## config.mk

```make
export PLATFORM = sky130hd
export DESIGN_NAME = sfp_frame_gen
export DESIGN_NICKNAME = d
export VERILOG_FILES = /design/src/rtl/sfp_frame_pkg.sv /design/src/rtl/sfp_frame_gen.sv
export SDC_FILE = /design/constraint.sdc
export NUM_CORES = 1
export LEC_CHECK = 0
export ABC_AREA = 0
export CAP_MARGIN = 25
export CELL_PAD_IN_SITES_DETAIL_PLACEMENT = 1
export CELL_PAD_IN_SITES_GLOBAL_PLACEMENT = 1
export CORE_UTILIZATION = 45
export CTS_BUF_LIST = sky130_fd_sc_hd__clkbuf_8
export CTS_CLUSTER_SIZE = 28
export DETAILED_ROUTE_END_ITERATION = 8
export PLACE_DENSITY_LB_ADDON = 0.3
export SLEW_MARGIN = 25
export SYNTH_ARGS = -nofsm -noshare
export SYNTH_HDL_FRONTEND = slang
export SYNTH_SLANG_ARGS = --single-unit
export TNS_END_PERCENT = 10
```

## constraint.sdc

```tcl
create_clock -name tx_clk -period 2.8 [get_ports tx_clk]
set_input_delay 0.42 -clock tx_clk [delete_from_list [all_inputs] [get_ports tx_clk]]
set_output_delay 0.42 -clock tx_clk [all_outputs]
set_load 0.01 [all_outputs]
```

## src/rtl/sfp_frame_pkg.sv

```systemverilog
// sfp_frame_pkg: frame FSM states, 8b/10b control bytes and the
// per-state tx word formatter used by sfp_frame_gen.
package sfp_frame_pkg;

   typedef enum logic [2:0] {
      ST_IDLE,
      ST_SOF,
      ST_HDR,
      ST_PAY,
      ST_CHK,
      ST_EOF
   } state_e;

   localparam logic [7:0] K28_5 = 8'hBC;
   localparam logic [7:0] K27_7 = 8'hFB;
   localparam logic [7:0] K29_7 = 8'hFD;
   localparam logic [7:0] K28_1 = 8'h3C;
   localparam logic [7:0] D16_2 = 8'h50;

   // Formatter builds the widest supported word; callers keep the low DW bits.
   localparam int MAX_DW = 256;
   localparam int MAX_NB = MAX_DW / 8;

   typedef struct packed {
      logic [MAX_DW-1:0] data;
      logic [MAX_NB-1:0] is_k;
   } tx_word_t;

   function automatic tx_word_t fmt_word(
      input state_e            st,
      input int                nb,
      input logic              fill,
      input logic [MAX_DW-1:0] val
   );
      tx_word_t w;
      w = '0;
      unique case (st)
         ST_IDLE: begin
            for (int i = 0; i < MAX_NB; i++) begin
               if (i < nb) w.data[8*i +: 8] = (i == 0) ? K28_5 : D16_2;
            end
            w.is_k[0] = 1'b1;
         end
         ST_SOF: begin
            w.data[7:0] = K27_7;
            w.is_k[0]   = 1'b1;
         end
         ST_EOF: begin
            w.data[7:0] = K29_7;
            w.is_k[0]   = 1'b1;
         end
         ST_PAY: begin
            if (fill) begin
               for (int i = 0; i < MAX_NB; i++) begin
                  if (i < nb) begin
                     w.data[8*i +: 8] = K28_1;
                     w.is_k[i]        = 1'b1;
                  end
               end
            end else begin
               w.data = val;
            end
         end
         default: w.data = val;
      endcase
      return w;
   endfunction

endpackage

```

## src/rtl/sfp_frame_gen.sv

```systemverilog
// sfp_frame_gen: framed test-pattern / stream generator feeding a
// GTP transmitter as SOF, header, payload, checksum, EOF words.
module sfp_frame_gen
   import sfp_frame_pkg::*;
#(
   parameter int DW          = 16,
   parameter int PAYLOAD_LEN = 6,
   parameter int IDLE_GAP    = 2
) (
   input  logic            tx_clk,
   input  logic            reset,
   input  logic            ready,
   input  logic            en,
   input  logic            mode,
   input  logic [DW-1:0]   s_data,
   input  logic            s_valid,
   output logic            s_ready,
   output logic [DW-1:0]   tx_data,
   output logic [DW/8-1:0] tx_is_k,
   output logic [15:0]     frame_cnt,
   output logic            busy
);

   localparam int NB = DW / 8;
   localparam int GW = $clog2(IDLE_GAP + 1);

   state_e            state_q, state_d;
   logic [DW-1:0]     tx_data_q, tx_data_d;
   logic [NB-1:0]     tx_is_k_q, tx_is_k_d;
   logic [15:0]       frame_cnt_q, frame_cnt_d;
   logic [DW-1:0]     ctr_q, ctr_d;
   logic [DW-1:0]     chk_q, chk_d;
   logic [7:0]        pay_cnt_q, pay_cnt_d;
   logic [GW-1:0]     gap_q, gap_d;
   logic              mode_q, mode_d;

   logic              acc;
   logic              fill;
   logic              gap_ok;
   logic [DW-1:0]     pay_word;
   logic [MAX_DW-1:0] fmt_val;
   tx_word_t          fmt_w;
   logic              unused_fmt;

   always_comb begin
      state_d     = state_q;
      frame_cnt_d = frame_cnt_q;
      ctr_d       = ctr_q;
      chk_d       = chk_q;
      pay_cnt_d   = pay_cnt_q;
      gap_d       = '0;
      mode_d      = mode_q;
      acc         = 1'b0;
      fill        = 1'b0;
      pay_word    = ctr_q;

      s_ready = (state_q == ST_PAY) && ready && mode_q;
      gap_ok  = (int'(gap_q) + 1) >= IDLE_GAP;

      // Streamed payload stalls on a filler word instead of a gap in framing.
      if (state_q == ST_PAY) begin
         if (mode_q) begin
            acc      = s_valid && s_ready;
            fill     = !acc;
            pay_word = s_data;
         end else begin
            acc = 1'b1;
         end
      end

      if (state_q == ST_HDR)      fmt_val = MAX_DW'(frame_cnt_q);
      else if (state_q == ST_CHK) fmt_val = MAX_DW'(chk_q);
      else                        fmt_val = MAX_DW'(pay_word);

      fmt_w     = fmt_word(state_q, NB, fill, fmt_val);
      tx_data_d = fmt_w.data[DW-1:0];
      tx_is_k_d = fmt_w.is_k[NB-1:0];

      unique case (state_q)
         ST_IDLE: begin
            gap_d = gap_q;
            if (int'(gap_q) < IDLE_GAP) gap_d = gap_q + 1'b1;
            if (ready && en && gap_ok && (!mode || s_valid)) state_d = ST_SOF;
         end
         ST_SOF: begin
            state_d   = ST_HDR;
            mode_d    = mode;
            chk_d     = '0;
            pay_cnt_d = '0;
         end
         ST_HDR: state_d = ST_PAY;
         ST_PAY: begin
            if (acc) begin
               chk_d     = chk_q ^ pay_word;
               pay_cnt_d = pay_cnt_q + 8'd1;
               if (!mode_q) ctr_d = ctr_q + 1'b1;
               if (pay_cnt_q == 8'(PAYLOAD_LEN - 1)) state_d = ST_CHK;
            end
         end
         ST_CHK: state_d = ST_EOF;
         ST_EOF: begin
            state_d     = ST_IDLE;
            frame_cnt_d = frame_cnt_q + 16'd1;
         end
         default: state_d = ST_IDLE;
      endcase

      // Link not ready: abort silently, frame is neither counted nor resumed.
      if (!ready) begin
         state_d     = ST_IDLE;
         frame_cnt_d = frame_cnt_q;
         ctr_d       = ctr_q;
         chk_d       = '0;
         pay_cnt_d   = pay_cnt_q;
         gap_d       = '0;
         mode_d      = mode_q;
         tx_data_d   = '0;
         tx_is_k_d   = '0;
      end
   end

   assign unused_fmt = ^fmt_w;

   always_ff @(posedge tx_clk) begin
      if (reset) begin
         state_q     <= ST_IDLE;
         tx_data_q   <= '0;
         tx_is_k_q   <= '0;
         frame_cnt_q <= '0;
         ctr_q       <= '0;
         chk_q       <= '0;
         pay_cnt_q   <= '0;
         gap_q       <= '0;
         mode_q      <= 1'b0;
      end else begin
         state_q     <= state_d;
         tx_data_q   <= tx_data_d;
         tx_is_k_q   <= tx_is_k_d;
         frame_cnt_q <= frame_cnt_d;
         ctr_q       <= ctr_d;
         chk_q       <= chk_d;
         pay_cnt_q   <= pay_cnt_d;
         gap_q       <= gap_d;
         mode_q      <= mode_d;
      end
   end

   assign tx_data   = tx_data_q;
   assign tx_is_k   = tx_is_k_q;
   assign frame_cnt = frame_cnt_q;
   assign busy      = (state_q != ST_IDLE);

endmodule

```

# [After elaboration in Yosys (flattened, before gate mapping)]
# Cells that the tools add are included.
[word_totals] ff_bits=80 inputBits=22 output_inout_bits=36 word_cells=75
[op_classes] add_sub_neg=5 order_cmp=2 n_eq_ne=9 mux=21 bitwise=5 n_reduce_logical=23
[op_table] op="$mux W16" count=6
[op_table] op="$add A16 B1 Y16 const B" count=2
[op_table] op="$pmux W16 S2" count=1
[op_table] op="$pmux W8 S4" count=1
[op_table] op="$pmux W8 S3" count=1
[op_table] op="$pmux W8 S2" count=1
[op_table] op="$xor A16 B16 Y16" count=1
[op_table] op="$pmux W3 S5" count=1
[op_table] op="$mux W3" count=3
[op_table] op="$reduce_or A3 Y1" count=3
[op_table] op="$add A8 B1 Y8 const B" count=1
[op_table] op="$eq A8 B3 Y1 const B" count=1
[op_table] op="$mux W8" count=1
[op_table] op="$eq A3 B2 Y1 const B" count=2
[op_table] op="$eq A3 B3 Y1 const B" count=2
[op_table] op="$logic_and A1 B1 Y1" count=6
[op_table] op="$reduce_and A2 Y1" count=3
[op_table] op="$reduce_and A3 Y1" count=2
[op_table] op="$mux W1" count=4
[op_table] op="$ne A2 B2 Y1 const B" count=2
[op_table] op="$not A1 Y1" count=4
[op_table] op="$reduce_and A4 Y1" count=1
[op_table] op="$reduce_or A2 Y1" count=2
[op_table] op="$add A2 B1 Y3 const B" count=1
[op_table] op="12 further kinds" count=13

# [Logic depth before layout (Yosys ltp)]
[depth] depth_word=9 mapped_depth=7 ltp_nobuf=6

# [Least setup slack after synthesis]
# OpenSTA, ideal clock, no wires.
[synth_timing] path_kind="input -> register" startpoint="input ready" endpoint="register frame_cnt_q[15], in the netlist frame_cnt[15]" t_arrival_ps=1688 required_time_ps=2729 setup_slack_ps=1042 cell_stages=5 n_path_buf=1 cell_sequence="buf_4 -> nand4b_4 -> or3_4 -> or4_1 -> a21oi_1"
[synth_via] elab_chain_len=1
[synth_lines] element="start: declaration" line_no="sfp_frame_gen.sv:12" source="input logic ready,"
[synth_lines] element="$reduce_and A2 Y1 (no source line)"
[synth_lines] element="end signal: assignment" line_no="sfp_frame_gen.sv:139" source="frame_cnt_q <= frame_cnt_d;"
[synth_lines] element="end: declaration" line_no="sfp_frame_gen.sv:30" source="logic [15:0] frame_cnt_q, frame_cnt_d;"
# No other way between the ends.
# A chain may end at the register's enable or synchronous reset.

# [Worst setup path in the final report]
[layout_timing] startpoint="register state_q[0]" endpoint="output busy"
[layout_via] elab_chain_len=1
[layout_lines] element="start: declaration" line_no="sfp_frame_gen.sv:27" source="state_e state_q, state_d;"
[layout_lines] element="start signal: assignment" line_no="sfp_frame_gen.sv:136" source="state_q <= state_d;"
[layout_lines] element="$reduce_bool A3 Y1" line_no="sfp_frame_gen.sv:151" source="assign busy = (state_q != ST_IDLE);"
[layout_lines] element="end: declaration" line_no="sfp_frame_gen.sv:21" source="output logic busy"
# No other way between the ends.

==> impl_metrics.py <==
metrics = {
    "worst_setup_path": {
        "path_cells": "nor2_1 > nand2_1 > clkdlybuf4s50_1",
        "r2r_slack_ns": 0.54,
        "worstPathRequired_ns": 2.38,
        "start_kind": "flop",
        "cp_max_fo": 15,
        "critPathMaxStageDelay_ns": 0.73,
        "crit_path_end_kind": "output pin",
        "worst-setup-path-type": "reg -> out",
        "arrival_ns": 2.03,
        "critPathSlowestCell": "dfxtp_1",
    },
    "cts": {
        "cts_tree": "yes",
        "clk_pin_slew_ns": 0.09,
        "cts_max_level": 3,
        "post_cts_resized": 0,
        "cts_hold_buf": 0,
        "clock_sinks": 80,
        "clk_latency_ns": 0.36,
        "clock_path_buffers": 2,
        "post-cts-setup-buffers": 0,
        "numCtsBuffers": 9,
        "cts-root-buf": "clkbuf_8",
    },
    "power": {
        "clkPwrFrac_pct": 40.9,
        "p_switching_uw": 497.9,
        "switching_share_pct": 23.38,
        "vdd_drop_max_uv": 214.2,
        "power_frac_comb_pct": 5.1,
        "p_leak_uw": 0.001739,
        "p_seq_share_pct": 54.0,
        "p_per_area_mw_per_mm2": 426.1,
        "p_int_uw": 1632,
    },
    "synth": {
        "synth-warning-count": 0,
        "synth_fa_ha_area_share_pct": 1.540,
        "synthesis.nets": 511,
        "synth_compound_area_share_pct": 20.55,
        "yosysSeqAreaShare_pct": 39.43,
        "yosys.cell_types.count": 57,
        "synthCells": 484,
        "synth-xor-area-share_pct": 4.744,
        "syn_area_mm2": 0.004061,
        "yosys_register_bits": 80,
        "synth-simple-area-share_pct": 23.91,
        "synth_top_family_by_area": "simple AND/OR/NAND/NOR gates",
        "synth_async_sr_flop_share_pct": 0,
        "synthMuxAreaShare_pct": 5.484,
        "synth_ff_type": "dfxtp_1",
        "avgSynthCellArea_um2": 8.391,
        "synth-edff-count": 0,
    },
    "job": {
        "maxCapViolations": 0,
    },
    "sta": {
        "fin_tns_setup_ns": 0,
        "fmax_mhz": 408.0,
        "setup_violations": 0,
        "timing.final.crit_share_pct": 87.54,
        "hold_slack_ns": 0.4937,
        "finClkSkew_ns": 0.01149,
        "hold_viol": 0,
        "slew_headroom_pct": 58.64,
        "rsz0062_at_grt": "false",
        "final_max_slew_viol_count": 0,
        "min_period_ns": 2.451,
        "worst_pin_slew_ns": 0.6195,
    },
    "global_routing": {
        "grt_pass1_wl_um": 20320,
        "grt_usage_pct": 26.92,
        "grt-ovfl-total": 0,
        "grt_pass1_vias": 4047,
        "grt_max_degree": 33,
        "antenna_found_initial": 0,
    },
    "outcome": {
        "status": "completed",
    },
    "final_layout": {
        "drive_gt1_share_pct": 8.073,
        "regArea_mm2": 0.001602,
        "mostFrequentLayoutCell": "dfxtp_1",
        "area_growth_syn_to_layout_pct": 23.07,
        "multiInputGateArea_mm2": 0.002283,
        "fillCellCount": 1043,
        "final_cell_mix": "dfxtp_1, clkdlybuf4s50_1, nor2_1, a21oi_1, o21ai_0",
        "n_antenna_cell": 0,
        "nets": 568,
    },
    "drt": {
        "vias": 3941,
        "drt_iter0_drc": 142,
        "vias_per_cell": 6.035,
        "wl_per_cell_um": 18.85,
        "drt-pass1-iter-count": 4,
        "drc_errors": 0,
        "ant_nets": 0,
        "wl_um": 12310,
    },
    "worst_hold_path": {
        "hp-class": "reg -> reg",
    },
    "place": {
        "gp_congestion": 0.8934,
        "hpwl_um": 8838,
        "port_buffers": 57,
    },
    "floorplan": {
        "core_region_area_mm2": 0.008721,
        "pin_count": 58,
        "fp-row-count": 34,
        "floorplan.initialDensity_pct": 46.57,
        "die_h_um": 97,
        "die_w_um": 97,
        "die_area_mm2": 0.009409,
    },
}
==> Yosys cell counts, drive strengths merged, types with 6 or more instances <==
cell type,number,share of area [%]
or3,25,4.0
o21ai,35,4.3
nor2,46,4.3
nand4b,6,1.8
a21oi,46,5.7
a211o,7,1.5
inv,14,1.3
nor4,6,0.92
or4,9,1.7
nand3,12,1.5
buf,9,1.2
dfxtp,80,39
o31ai,9,1.7
clkbuf,20,1.8
xnor2,18,3.9
mux2i,20,4.9
nor3,11,1.4
a21o,6,1.1
nand2,31,2.9
==> worst max-delay path: cells and delay by family (launching register included) <==
family	cells	cell delay (ns)
flip-flops	1	0.73
buffers and inverters	1	0.53
AND/OR/NAND/NOR	2	0.42
==> through the flow <==
| step | utilization [%] | setup slack [ns] | total power (uW) | cell area, um2 | cells |
|---|---|---|---|---|---|
| 3_5_place_dp | 55.08 | 0.3292 | 1285 | 4803 | 638 |
| 3_3_place_gp | 55.08 | 0.4426 | 1282 | 4803 | 638 |
| 4_1_cts | 57.32 | 0.3882 | 2144 | 4999 | 653 |
| 6_report | 57.32 | 0.3489 | 2130 | 4999 | 653 |
| 2_1_floorplan | - | 1.042 | 1217 | 4061 | 484 |
| 5_1_grt | 57.32 | 0.2567 | 2195 | 4999 | 653 |
==> path summary, 6_finish.rpt <==
check	start	to	cells after the start
worst max-delay path	state_q[0]	busy	3
worst min-delay path	chk_q[8]	chk_q[8]	2
worst max register to register	state_q[2]	frame_cnt[13]	5
worst min register to register	chk_q[8]	chk_q[8]	2
==> cell families (layout without fill, tap and decap cells) <==
logic type / Yosys count / count (layout)
simple gates: 177 / 177
flops: 80 / 80
mux: 22 / 22
fa+ha+maj: 5 / 5
buf+inv: 43 / 104
compound gates: 135 / 135
xor+xnor: 22 / 22
==> cell type report <==
class / count / area share, %
multi-input combinational: 361 / 45.68
sequential: 80 / 32.04
timing repair buffer: 75 / 14.62
clock buffer: 10 / 2.753
tap: 108 / 2.703
clock inverter: 5 / 1.151
inverter: 14 / 1.051
==> flip-flops by register name, summed over array words and instances (netlist names), 2 cells and up <==
| signal | cells |
|---|---|
| pay_cnt_q | 8 |
| chk_q | 16 |
| ctr_q | 16 |
| tx_data | 16 |
| state_q | 3 |
| tx_is_k | 2 |
| frame_cnt | 16 |
| gap_q | 2 |
==> per-layer routing <==
metal | global-route usage, % | vias to the layer above | part of all wire (%) | wire (um)
li1 | - | 1882 | - | -
met3 | 3.974 | 27 | 4.4 | 540
met2 | 45.83 | 106 | 50 | 6128
met5 | 0 | - | 0 | 0
met4 | 13.55 | 0 | 3.3 | 405
met1 | 33.02 | 1926 | 43 | 5235
==> power groups by stage <==
stage	Combinational [uW]	Sequential, uW	Clock, uW
detailed placement	107	1180	0
floorplan	38.1	1180	0
global placement	105	1180	0
CTS	107	1150	886
finish	108	1150	872
global route	115	1150	928
No activity file was read; power rests on OpenSTA's default activity.
